$ cat src/rtl/display_scanner.sv
// Multiplexed seven-segment scanner with a double-buffered digit register.
// Optional leading-zero blanking is enabled by defining DISPLAY_SCANNER_LZB_EN.
module display_scanner #(
  parameter int NDIG = 4,
  parameter int DIV  = 50000
) (
  input  logic                             clk,
  input  logic                             rst,
  input  logic [4*NDIG-1:0]                digits,
  input  logic [NDIG-1:0]                  dp,
  input  logic [NDIG-1:0]                  blank,
  input  logic                             load,
  output logic                             load_ack,
  output logic [NDIG-1:0]                  an,
  output logic [6:0]                       seg,
  output logic                             dpo,
  output logic [$clog2(NDIG>1?NDIG:2)-1:0] idx
);

  localparam int IW = $clog2(NDIG > 1 ? NDIG : 2);
  localparam int CW = $clog2(DIV > 1 ? DIV : 2);

  // Handshake: load is a one-cycle strobe with no backpressure (always accepted);
  // load_ack pulses for the one cycle in which the transferred data first becomes active.

  logic [CW-1:0]     cnt;
  logic              tick;
  logic              frame_end;
  logic [4*NDIG-1:0] pend_dig, act_dig;
  logic [NDIG-1:0]   pend_dp, act_dp;
  logic [NDIG-1:0]   pend_blank, act_blank;
  logic              pend_flag;
  logic [3:0]        cur_nib;
  logic              cur_off;

  assign tick      = (cnt == CW'(DIV - 1));
  assign frame_end = tick && (idx == IW'(NDIG - 1));

  always_ff @(posedge clk or posedge rst) begin
    if (rst) begin
      cnt <= '0;
      idx <= '0;
    end else begin
      cnt <= tick ? '0 : cnt + CW'(1);
      if (tick) idx <= (idx == IW'(NDIG - 1)) ? '0 : idx + IW'(1);
    end
  end

  // A load on the transfer cycle lands in pending while the old pending moves to active.
  always_ff @(posedge clk or posedge rst) begin
    if (rst) begin
      pend_dig   <= '0;
      pend_dp    <= '0;
      pend_blank <= '0;
      pend_flag  <= 1'b0;
      act_dig    <= '0;
      act_dp     <= '0;
      act_blank  <= '1;
      load_ack   <= 1'b0;
    end else begin
      load_ack <= frame_end && pend_flag;
      if (frame_end && pend_flag) begin
        act_dig   <= pend_dig;
        act_dp    <= pend_dp;
        act_blank <= pend_blank;
      end
      if (load) begin
        pend_dig   <= digits;
        pend_dp    <= dp;
        pend_blank <= blank;
        pend_flag  <= 1'b1;
      end else if (frame_end) begin
        pend_flag <= 1'b0;
      end
    end
  end

  function automatic logic [6:0] hex7(input logic [3:0] v);
    case (v)
      4'h0: hex7 = 7'b1000000;
      4'h1: hex7 = 7'b1111001;
      4'h2: hex7 = 7'b0100100;
      4'h3: hex7 = 7'b0110000;
      4'h4: hex7 = 7'b0011001;
      4'h5: hex7 = 7'b0010010;
      4'h6: hex7 = 7'b0000010;
      4'h7: hex7 = 7'b1111000;
      4'h8: hex7 = 7'b0000000;
      4'h9: hex7 = 7'b0010000;
      4'hA: hex7 = 7'b0001000;
      4'hB: hex7 = 7'b0000011;
      4'hC: hex7 = 7'b1000110;
      4'hD: hex7 = 7'b0100001;
      4'hE: hex7 = 7'b0000110;
      default: hex7 = 7'b0001110;
    endcase
  endfunction

`ifdef DISPLAY_SCANNER_LZB_EN
  logic [NDIG-1:0] lz;

  // Suppression runs from the top digit down until a nonzero nibble or lit dp.
  always_comb begin
    logic lead;
    lz   = '0;
    lead = 1'b1;
    for (int k = NDIG - 1; k >= 1; k--) begin
      if (act_dig[4*k +: 4] != 4'h0 || act_dp[k]) lead = 1'b0;
      lz[k] = lead;
    end
  end

  assign cur_off = act_blank[idx] | lz[idx];
`else
  assign cur_off = act_blank[idx];
`endif

  assign cur_nib = act_dig[{idx, 2'b00} +: 4];

  always_ff @(posedge clk or posedge rst) begin
    if (rst) begin
      an  <= '1;
      seg <= 7'b1111111;
      dpo <= 1'b1;
    end else begin
      an  <= ~(NDIG'(1) << idx);
      seg <= cur_off ? 7'b1111111 : hex7(cur_nib);
      dpo <= cur_off ? 1'b1 : ~act_dp[idx];
    end
  end

endmodule

$ cat config.mk
export PLATFORM = sky130hd
export DESIGN_NAME = display_scanner
export DESIGN_NICKNAME = d
export VERILOG_FILES = /design/src/rtl/display_scanner.sv
export SDC_FILE = /design/constraint.sdc
export NUM_CORES = 1
export LEC_CHECK = 0
export ABC_AREA = 1
export BUFFER_PORTS_ARGS = -buffer_cell sky130_fd_sc_hd__buf_2
export CORE_MARGIN = 3
export CORE_UTILIZATION = 50
export DETAILED_ROUTE_END_ITERATION = 7
export PLACE_DENSITY = 0.68
export RECOVER_POWER = 50
export SETUP_SLACK_MARGIN = 0.05
export SLEW_MARGIN = 20
export SYNTH_ARGS = -nofsm -noshare
export SYNTH_HDL_FRONTEND = slang
export SYNTH_SLANG_ARGS = --single-unit
$ cat constraint.sdc
create_clock -name clk -period 4.9 [get_ports clk]
set_input_delay 0.49 -clock clk [delete_from_list [all_inputs] [get_ports clk]]
set_output_delay 0.49 -clock clk [all_outputs]
set_load 0.01 [all_outputs]
==> results_dict.tcl, run 1 <==
set metrics [dict create \
    status "complete, no violations" \
    synthesis.area_sq_mm 0.00388 \
    die_w_microns 94.1 \
    yosysUniqueCellTypes 28 \
    ctsHoldBuffers 0 \
    critical_path_class "register to register" \
    grtUsageTotal_pct 18.5 \
    synth-xor-area-share_pct 1.58 \
    reg2regPathDepth 4 \
    synth-seq-area-share_pct 52.1 \
    n_antenna_cell 0 \
    synthSimpleGateAreaFrac_pct 33.5 \
    initial_utilization_pct 52.4 \
    finalSetupViolations 0 \
    worst-path-buf-inv 0 \
    crit_chain "ha_1, nand4_4, nand2_1, nand2_1" \
    required_ns 5.13 \
    place_congestion 0.835 \
    clockRootBuffer "clkbuf_8" \
    slowest_delay_ns 0.84 \
    r2r_setup_slack_ns 2.60 \
    max_slew_margin_pct 39.0 \
    grt_pass1_wl_microns 13000 \
    hpwl_microns 5190 \
    antenna_found_initial 0 \
    syn_nets 502 \
    cts.clk_slew.worst_paths_ns 0.08 \
    cap_violations 0 \
    dr.first_iter.drc_count 210 \
    dieHeight_microns 94.1 \
    area_growth_syn_to_layout_pct 9.74 \
    synth_cells 464 \
    synthArstFlopShare_pct 100 \
    post-route-min-period_ns 2.30 \
    clock_latency_ns 0.35 \
    placedInstanceArea_sq_mm 0.00409 \
    synthMuxAreaShare_pct 0 \
    drt-total-wl_microns 7340 \
    io_buffers 41 \
    io_pins 42 \
    synth_largest_area_cell "dfrtp_1" \
    ys_ff_latch 80 \
    synth_edf_count 0 \
    clock-skew-final_ns 0.0105 \
    synth_most_common_cell "nand2_1" \
    ctsResizeCount 0 \
    die_area_sq_mm 0.00885 \
    crit_path_frequent_cell "nand2_1" \
    ff_latch_area_sq_mm 0.00202 \
    fin_util_pct 57.5 \
    cts_buffers 9 \
    fmaxAchievable_mhz 434 \
    final_design_area_no_fill_sq_mm 0.00426 \
    synth.top_cell.area_share_pct 41.3 \
    p_leak_nw 2.28 \
    synth_compound_area_share_pct 2.10 \
    setup_tns_ns 0 \
    syn_avg_cell_area_sq_um 8.36 \
    slowest_stage "ha_1" \
    post_drt_wl_per_cell_microns 12.2 \
    rsz0062_at_grt "no" \
    fill_cells 662 \
    cp_top_family "adder cells" \
    hold_class "input pin to asynchronous set/reset pin" \
    synth-adder-area-share_pct 3.55 \
    overflow 0 \
    startpoint "idx[0]$_DFFE_PP0N_" \
    regToRegStartpoint "idx[0]$_DFFE_PP0N_" \
    synth_flop_cell "dfrtp_1" \
    cts_buffer_depth 2 \
    end_kind "register" \
    final_nets 537 \
    via_per_inst 4.85 \
    multi_input_comb_area_sq_mm 0.00158 \
    finalMaxSlewViolations 0 \
    drtAntennaViolNets 0 \
    vias 2927 \
    first_pass_iters 4 \
    cts.sinks 80 \
    synth_commonest_cells "nand2_1, dfrtp_1, inv_1" \
    cp-start-kind "register" \
    ir_worst_vdd_mv 0.225 \
    cp_max_fo 26 \
    finalPower_mw 1.17 \
    hold_ws_ns 0.278 \
    post_cts.repair.setup_buffers 0 \
    drc 0 \
    grt_pass1_vias 2723 \
    worst_ep_arrival_time_ns 2.53 \
    finalCritPeriodShare_pct 47.0 \
    tightest_slew_ns 0.914 \
    synth_top_family_by_area "simple AND/OR/NAND/NOR gates" \
    cts_tree "yes" \
    hold_viol 0 \
    yosys_warnings 0 \
    drive_gt1_share_pct 17.7 \
    r2r_end "act_dp[2]$_DFFE_PP0P_" \
    grt_start_max_net_pins 59 \
    pwr_density_cell_mw_per_mm2 274 \
    synth_area_leaders "dfrtp_1, nand2_1, dfstp_2" \
    core_sq_mm 0.00741 \
    rows 31 \
    h-tree-depth 3 \
]
-- worst register-to-register path, stage by stage (launching register included) --
cell	delay, ns
dfrtp_1	0.63
ha_1	0.84
nand4_4	0.47
nand2_1	0.18
nand2_1	0.07
-- stage by stage --
step / cells / setup slack, ns
6_report: 603 / 2.60
4_1_cts: 603 / 2.57
2_1_floorplan: 464 / 2.38
5_1_grt: 603 / 2.28
3_3_place_gp: 587 / 2.68
3_5_place_dp: 587 / 2.59
-- layout make-up --
type | instances | share of cell area (%)
Sequential cell | 80 | 47.5
Clock inverter | 4 | 0.705
Multi-Input combinational cell | 327 | 37.1
Inverter | 39 | 3.44
Timing Repair Buffer | 42 | 4.94
Clock buffer | 12 | 3.41
Tap cell | 99 | 2.91
-- power breakdown --
part	internal, mW	total (mW)	switching, mW
logic	0.0158	0.0444	0.0286
registers	0.678	0.688	0.0106
clock network	0.199	0.434	0.235
total	0.893	1.17	0.274
-- placed cells by master, fill, tap and decap left out --
master | netlist | final
nand3_4 | 1 | 1
nand2_2 | 5 | 5
clkinvlp_4 | 0 | 1
clkbuf_1 | 4 | 4
o22ai_1 | 1 | 1
nand2_1 | 185 | 185
o21bai_1 | 2 | 2
clkbuf_8 | 0 | 10
clkinv_4 | 0 | 2
nand4_4 | 1 | 1
nand4_1 | 25 | 25
dfrtp_1 | 64 | 64
clkinv_2 | 0 | 1
o21ai_0 | 7 | 7
dfstp_2 | 16 | 16
nor2_1 | 31 | 31
a21oi_1 | 4 | 4
nor2_4 | 2 | 2
nor2_2 | 4 | 4
ha_1 | 11 | 11
nor3_1 | 5 | 5
xor2_1 | 7 | 7
nand3_1 | 32 | 32
buf_2 | 3 | 39
inv_2 | 6 | 3
inv_1 | 33 | 36
o21ai_1 | 1 | 1
nand3_2 | 3 | 3
buf_4 | 3 | 1
-- cell families (layout without fill, tap and decap cells) --
logic type               count (synthesis)  count (layout)
AO/OA/AOI/OAI                           15              15
XOR/XNOR                                 7               7
adder cells (fa/ha/maj)                 11              11
buffers and inverters                   57              97
flip-flops                              80              80
AND/OR/NAND/NOR                        294             294
-- registers in the layout (all words and copies together) (netlist names), 7 cells and up --
register	count
pend_dig	16
cnt	16
act_dig	16
seg	7
-- worst max-delay path by stage --
stage          slack (ns)  depth (start not counted)                     end
3_3_place_gp         2.68                          4  act_dig[2]$_DFFE_PP0P_
4_1_cts              2.57                          4   act_dp[2]$_DFFE_PP0P_
5_1_grt              2.28                          4   act_dp[3]$_DFFE_PP0P_
3_5_place_dp         2.59                          4  act_dig[0]$_DFFE_PP0P_
2_1_floorplan        2.38                          1  act_dig[0]$_DFFE_PP0P_
6_report             2.60                          4   act_dp[2]$_DFFE_PP0P_
-- metal layers --
layer / up-vias / global-route usage (%) / wire length [microns]
met3: 4 / 4.33 / 323
met4: 0 / 5.42 / 51
met5: - / 0 / 0
met2: 63 / 27.7 / 3320
li1: 1543 / - / -
met1: 1317 / 26.7 / 3640
Note: power is estimated with default switching activity, not from simulation.
==> run 2: changes to the inputs <==
Settings changed: ABC_AREA 1 to 0, PLACE_DENSITY 0.68 to 0.71.
Clock period 4.9 ns to 2.1 ns, I/O delays scaled along.
==> results_dict.tcl, run 2 <==
set metrics [dict create \
    rows 30 \
    synthSimpleGateAreaFrac_pct 8.69 \
    clockRootBuffer "clkbuf_8" \
    drc 0 \
    io_buffers 41 \
    fin_ws_ns 0.214 \
    grt_pass1_vias 2130 \
    synth_compound_area_share_pct 3.28 \
    fmaxAchievable_mhz 530 \
    hold_start "digits[12]" \
    pre_cts_slack_ns 0.136 \
    finalMaxSlewViolations 0 \
    drtAntennaViolNets 0 \
    hpwl_microns 4370 \
    synth-seq-area-share_pct 55.7 \
    n_antenna_cell 0 \
    core_sq_mm 0.00691 \
    dieHeight_microns 91.2 \
    synth_commonest_cells "dfrtp_1, mux2_2, mux2_4" \
    cts.sinks 80 \
    setup_tns_ns 0 \
    synth_most_common_cell "dfrtp_1" \
    synth_top_family_by_area "multiplexers" \
    tightest_slew_ns 1.40 \
    grtUsageTotal_pct 16.6 \
    finalSetupViolations 0 \
    via_per_inst 5.21 \
    ir_worst_vdd_mv 0.465 \
    rsz0062_at_grt "no" \
    status "complete, no violations" \
    r2r_setup_slack_ns 0.21 \
    grt_pass1_wl_microns 10700 \
    layout_commonest_cell "dfrtp_1" \
    cts_tree "yes" \
    cts_buffers 9 \
    dr.first_iter.drc_count 59 \
    h-tree-depth 3 \
    layout_common_cells "dfrtp_1, buf_2, mux2_2, mux2_4, dfstp_2" \
    drt-total-wl_microns 6130 \
    place_congestion 0.831 \
    clock-skew-final_ns 0.00812 \
    initial_utilization_pct 52.5 \
    vias 2125 \
    synth_edf_count 0 \
    synthMuxAreaShare_pct 21.2 \
    regToRegStartpoint "idx[0]$_DFFE_PP0N_" \
    reg2regPathDepth 6 \
    die_area_sq_mm 0.00831 \
    required_ns 2.37 \
    holdPathStages 2 \
    ys_ff_latch 80 \
    synthArstFlopShare_pct 100 \
    final_design_area_no_fill_sq_mm 0.00415 \
    synth.top_cell.area_share_pct 44.2 \
    antenna_found_initial 0 \
    cts.clk_slew.worst_paths_ns 0.08 \
    overflow 0 \
    synthesis.area_sq_mm 0.00363 \
    end_kind "register" \
    cts_buffer_depth 2 \
    grt_start_max_net_pins 40 \
    worst_ep_arrival_time_ns 2.16 \
    cap_violations 0 \
    first_pass_iters 4 \
    place_inst 391 \
    syn_nets 297 \
    final_nets 345 \
    synth_flop_cell "dfrtp_1" \
    p_leak_nw 1.87 \
    hold_viol 0 \
    post_drt_wl_per_cell_microns 15.0 \
    cp-start-kind "register" \
    finalCritPeriodShare_pct 89.8 \
    synth_largest_area_cell "dfrtp_1" \
    r2r_end "seg[3]$_DFF_PP1_" \
    synth-xor-area-share_pct 3.14 \
    holdPathEnd "pend_dig[12]$_DFFE_PP0P_" \
    cp_max_fo 5 \
    synth-adder-area-share_pct 3.79 \
    io_pins 42 \
    placedInstanceArea_sq_mm 0.00393 \
    finalNonFillerCells 408 \
    synth_area_leaders "dfrtp_1, dfstp_2, mux2_2" \
    syn_avg_cell_area_sq_um 14.0 \
    reg_top3 "act_dig (16), cnt (16), pend_dig (16)" \
    area_growth_syn_to_layout_pct 14.5 \
    yosysUniqueCellTypes 42 \
    post-route-min-period_ns 1.89 \
    max_slew_margin_pct 6.41 \
    fin_util_pct 60.1 \
    yosys_warnings 0 \
    clock_latency_ns 0.34 \
    hold_class "input pin to register" \
    die_w_microns 91.2 \
    pwr_density_cell_mw_per_mm2 706 \
    synth_cells 259 \
    critical_path_class "register to register" \
    drive_gt1_share_pct 43.3 \
]
## run 2: cell count changes after synthesis, moves of 6 or more
cell     change
xnor2_1      +8
mux2_4      +20
mux2_2      +29
nand4_1     -20
inv_2        -6
inv_1       -20
nor2_1      -20
nand2_1    -176
nand3_1     -25
## run 2: cell type report
type / instances / area, sq um
tap: 96 / 120
fill: 576 / 2760
timing repair buffer: 49 / 287
inverter: 13 / 50.0
sequential: 80 / 2020
clock inverter: 4 / 51.3
clock buffer: 12 / 165
multi-input combinational: 154 / 1460
## run 2: report_power, final
part	leakage, nW	switching, mW	internal (mW)
combinational	0.773	0.0568	0.0659
sequential	0.984	0.0266	1.59
clock	0.109	0.547	0.647
## run 2: critical path, stage by stage (launching register included)
cell      delay, ns
dfrtp_2        0.45
mux4_2         0.58
inv_1          0.17
ha_1           0.27
nor2_1         0.11
a211oi_1       0.06
o21ai_0        0.17
## run 2: what timing repair did
| item | CTS | global route |
|---|---|---|
| setup buffers | 0 | 0 |
| resized for setup | 0 | 1 |
| endpoints found under the setup margin | 0 | 4 |
| hold endpoints to repair | 20 | 0 |
| hold buffers | 1 | 0 |
## run 2: worst max path at each step
stage | startpoint | endpoint | cells after the start
global route | idx[0]$_DFFE_PP0N_ | seg[3]$_DFF_PP1_ | 6
finish | idx[0]$_DFFE_PP0N_ | seg[3]$_DFF_PP1_ | 6
floorplan | idx[0]$_DFFE_PP0N_ | seg[3]$_DFF_PP1_ | 7
detailed placement | idx[0]$_DFFE_PP0N_ | seg[3]$_DFF_PP1_ | 6
global placement | idx[0]$_DFFE_PP0N_ | seg[6]$_DFF_PP1_ | 5
CTS | idx[0]$_DFFE_PP0N_ | seg[3]$_DFF_PP1_ | 6
## run 2: cells by family after synthesis
group,Yosys count
AO/OA/AOI/OAI,18
AND/OR/NAND/NOR,55
multiplexers,57
buffers and inverters,25
flip-flops,80
XOR/XNOR,13
adder cells (fa/ha/maj),11
## run 2: layer usage
metal / global-route usage [%] / part of all wire (%) / wire [microns]
met1: 23.9 / 49 / 2980
met2: 24.0 / 44 / 2710
met3: 3.15 / 5.0 / 308
met4: 8.29 / 2.1 / 131
met5: 0 / 0 / 0
## run 2: through the flow
stage	hold WS, ns	total power [mW]
floorplan	0.362	1.71
global placement	0.296	1.76
detailed placement	0.311	1.77
CTS	0.0787	2.96
global route	0.0798	3.05
finish	0.0912	2.93
==> run 3: changes to the inputs <==
==> constraint.sdc (replaced) <==
create_clock -name clk -period 2.1 [get_ports clk]
set_input_delay 0 -clock clk [delete_from_list [all_inputs] [get_ports clk]]
set_output_delay 0 -clock clk [all_outputs]
set_load 0.01 [all_outputs]
==> results_dict.tcl, run 3 (synthesis gave the netlist of run 2 again) <==
set metrics [dict create \
    required_ns 2.33 \
    final_nets 370 \
    place_inst 392 \
    endpoint "act_dig[9]$_DFFE_PP0P_" \
    r2r_setup_slack_ns 0.14 \
    startpoint "cnt[0]$_DFF_PP0_" \
    rows 30 \
    critical_path_class "register to register" \
    p_leak_nw 1.97 \
    pwr_density_cell_mw_per_mm2 659 \
    setup_tns_ns 0 \
    post_cts.repair.setup_buffers 0 \
    cts_tree "yes" \
    tightest_slew_ns 1.04 \
    core_sq_mm 0.00691 \
    dr.first_iter.drc_count 87 \
    m1WireLength_microns 3120 \
    dieHeight_microns 91.2 \
    via_per_inst 5.11 \
    grt_pass1_vias 2299 \
    hold_viol 0 \
    finalSetupViolations 0 \
    cp_max_fo 15 \
    place_congestion 0.839 \
    post-route-min-period_ns 1.96 \
    reg_top3 "act_dig (16), cnt (16), pend_dig (16)" \
    drive_gt1_share_pct 40.7 \
    cts_buffers 9 \
    worst_ep_arrival_time_ns 2.20 \
    drtAntennaViolNets 0 \
    h-tree-depth 3 \
    grt_start_max_net_pins 81 \
    cts.sinks 80 \
    crit_chain "ha_1, and4_1, and4_1, nor2b_4, buf_12, mux2_4" \
    antenna_found_initial 0 \
    end_kind "register" \
    drt-total-wl_microns 6330 \
    io_buffers 41 \
    n_antenna_cell 0 \
    die_w_microns 91.2 \
    max_slew_margin_pct 30.9 \
    layout_common_cells "dfrtp_1, buf_2, mux2_2, dlygate4sd3_1, mux2_4" \
    r2r_end "act_dig[9]$_DFFE_PP0P_" \
    hpwl_microns 4200 \
    cts_buffer_depth 2 \
    layout_commonest_cell "dfrtp_1" \
    io_pins 42 \
    die_area_sq_mm 0.00831 \
    slowest_stage "dfrtp_1" \
    rsz0062_at_grt "no" \
    vias 2214 \
    crit_path_frequent_cell "and4_1" \
    finalNonFillerCells 433 \
    drc 0 \
    regToRegStartpoint "cnt[0]$_DFF_PP0_" \
    cts.clk_slew.worst_paths_ns 0.08 \
    overflow 0 \
    wl_met3_microns 281 \
    slowest_delay_ns 0.39 \
    finalCritPeriodShare_pct 93.6 \
    initial_utilization_pct 52.5 \
    cp-start-kind "register" \
    reg2regPathDepth 6 \
    ir_worst_vdd_mv 0.511 \
    status "complete, no violations" \
    grtUsageTotal_pct 16.8 \
    finalMaxSlewViolations 0 \
    area_growth_syn_to_layout_pct 20.6 \
    first_pass_iters 4 \
    fin_util_pct 63.3 \
    clock-skew-final_ns 0.0173 \
    top_layer "met4" \
    fmaxAchievable_mhz 509 \
    clock_latency_ns 0.35 \
    hold_class "input pin to register" \
    clockRootBuffer "clkbuf_8" \
    post_drt_wl_per_cell_microns 14.6 \
    met2_length_microns 2760 \
    grt_pass1_wl_microns 11000 \
    cap_violations 0 \
]
[run 3: cell count changes in the layout (fill, tap and decap cells not counted), sizes merged]
| cell | change |
|---|---|
| buf | +2 |
| clkinvlp | -1 |
| clkbuf | -2 |
| dlygate4sd3 | +24 |
| clkinv | +2 |
[run 3: repair_timing]
action | CTS | global route
hold buffers | 25 | 0
resized for setup | 0 | 1
hold endpoints to repair | 88 | 0
setup endpoints to repair | 0 | 11
[run 3: per-layer routing]
layer  vias to the layer above  GRT usage, %
met5                         -             0
met4                         0          8.79
met3                        14          4.14
met2                        53          24.1
met1                      1093          23.7
li1                       1054             -
[run 3: worst min path at each step]
stage                               end  startpoint  slack, ns  cells past startpoint
6_report          pend_flag$_DFFE_PP0P_        load       0.23                      2
5_1_grt           pend_flag$_DFFE_PP0P_        load       0.23                      2
4_1_cts           pend_flag$_DFFE_PP0P_        load       0.22                      2
3_5_place_dp          cnt[13]$_DFF_PP0_         rst       0.12                      3
3_3_place_gp          cnt[13]$_DFF_PP0_         rst       0.12                      3
2_1_floorplan  pend_dig[10]$_DFFE_PP0P_  digits[10]       0.15                      1
[run 3: stage by stage]
stage               total power [mW]  instance area [sq um]  hold slack [ns]  setup WS [ns]
finish                          2.88                   4370            0.226          0.135
global route                    3.02                   4370            0.235         0.0583
CTS                             2.92                   4380            0.216          0.104
detailed placement              1.77                   3940            0.122          0.114
global placement                1.76                   3940            0.124          0.133
floorplan                       1.71                   3630            0.152         0.0747
[run 3: where the power goes]
| group | leakage, nW | internal [mW] | switching (mW) |
|---|---|---|---|
| sequential | 0.984 | 1.59 | 0.0279 |
| clock | 0.0993 | 0.580 | 0.537 |
| combinational | 0.888 | 0.0901 | 0.0592 |
[run 3: cell type report]
type,count,area [sq um]
tap,96,120
timing repair buffer,74,528
clock buffer,11,141
inverter,13,48.8
multi-input combinational,154,1460
sequential,80,2020
fill,553,2530
clock inverter,5,56.3
[run 3: worst max-delay path, delay by kind of cell (launching register included)]
family        cells  cell delay, ns
simple gates      3            0.70
fa+ha+maj         1            0.25
buf+inv           1            0.21
mux               1            0.31
flops             1            0.39
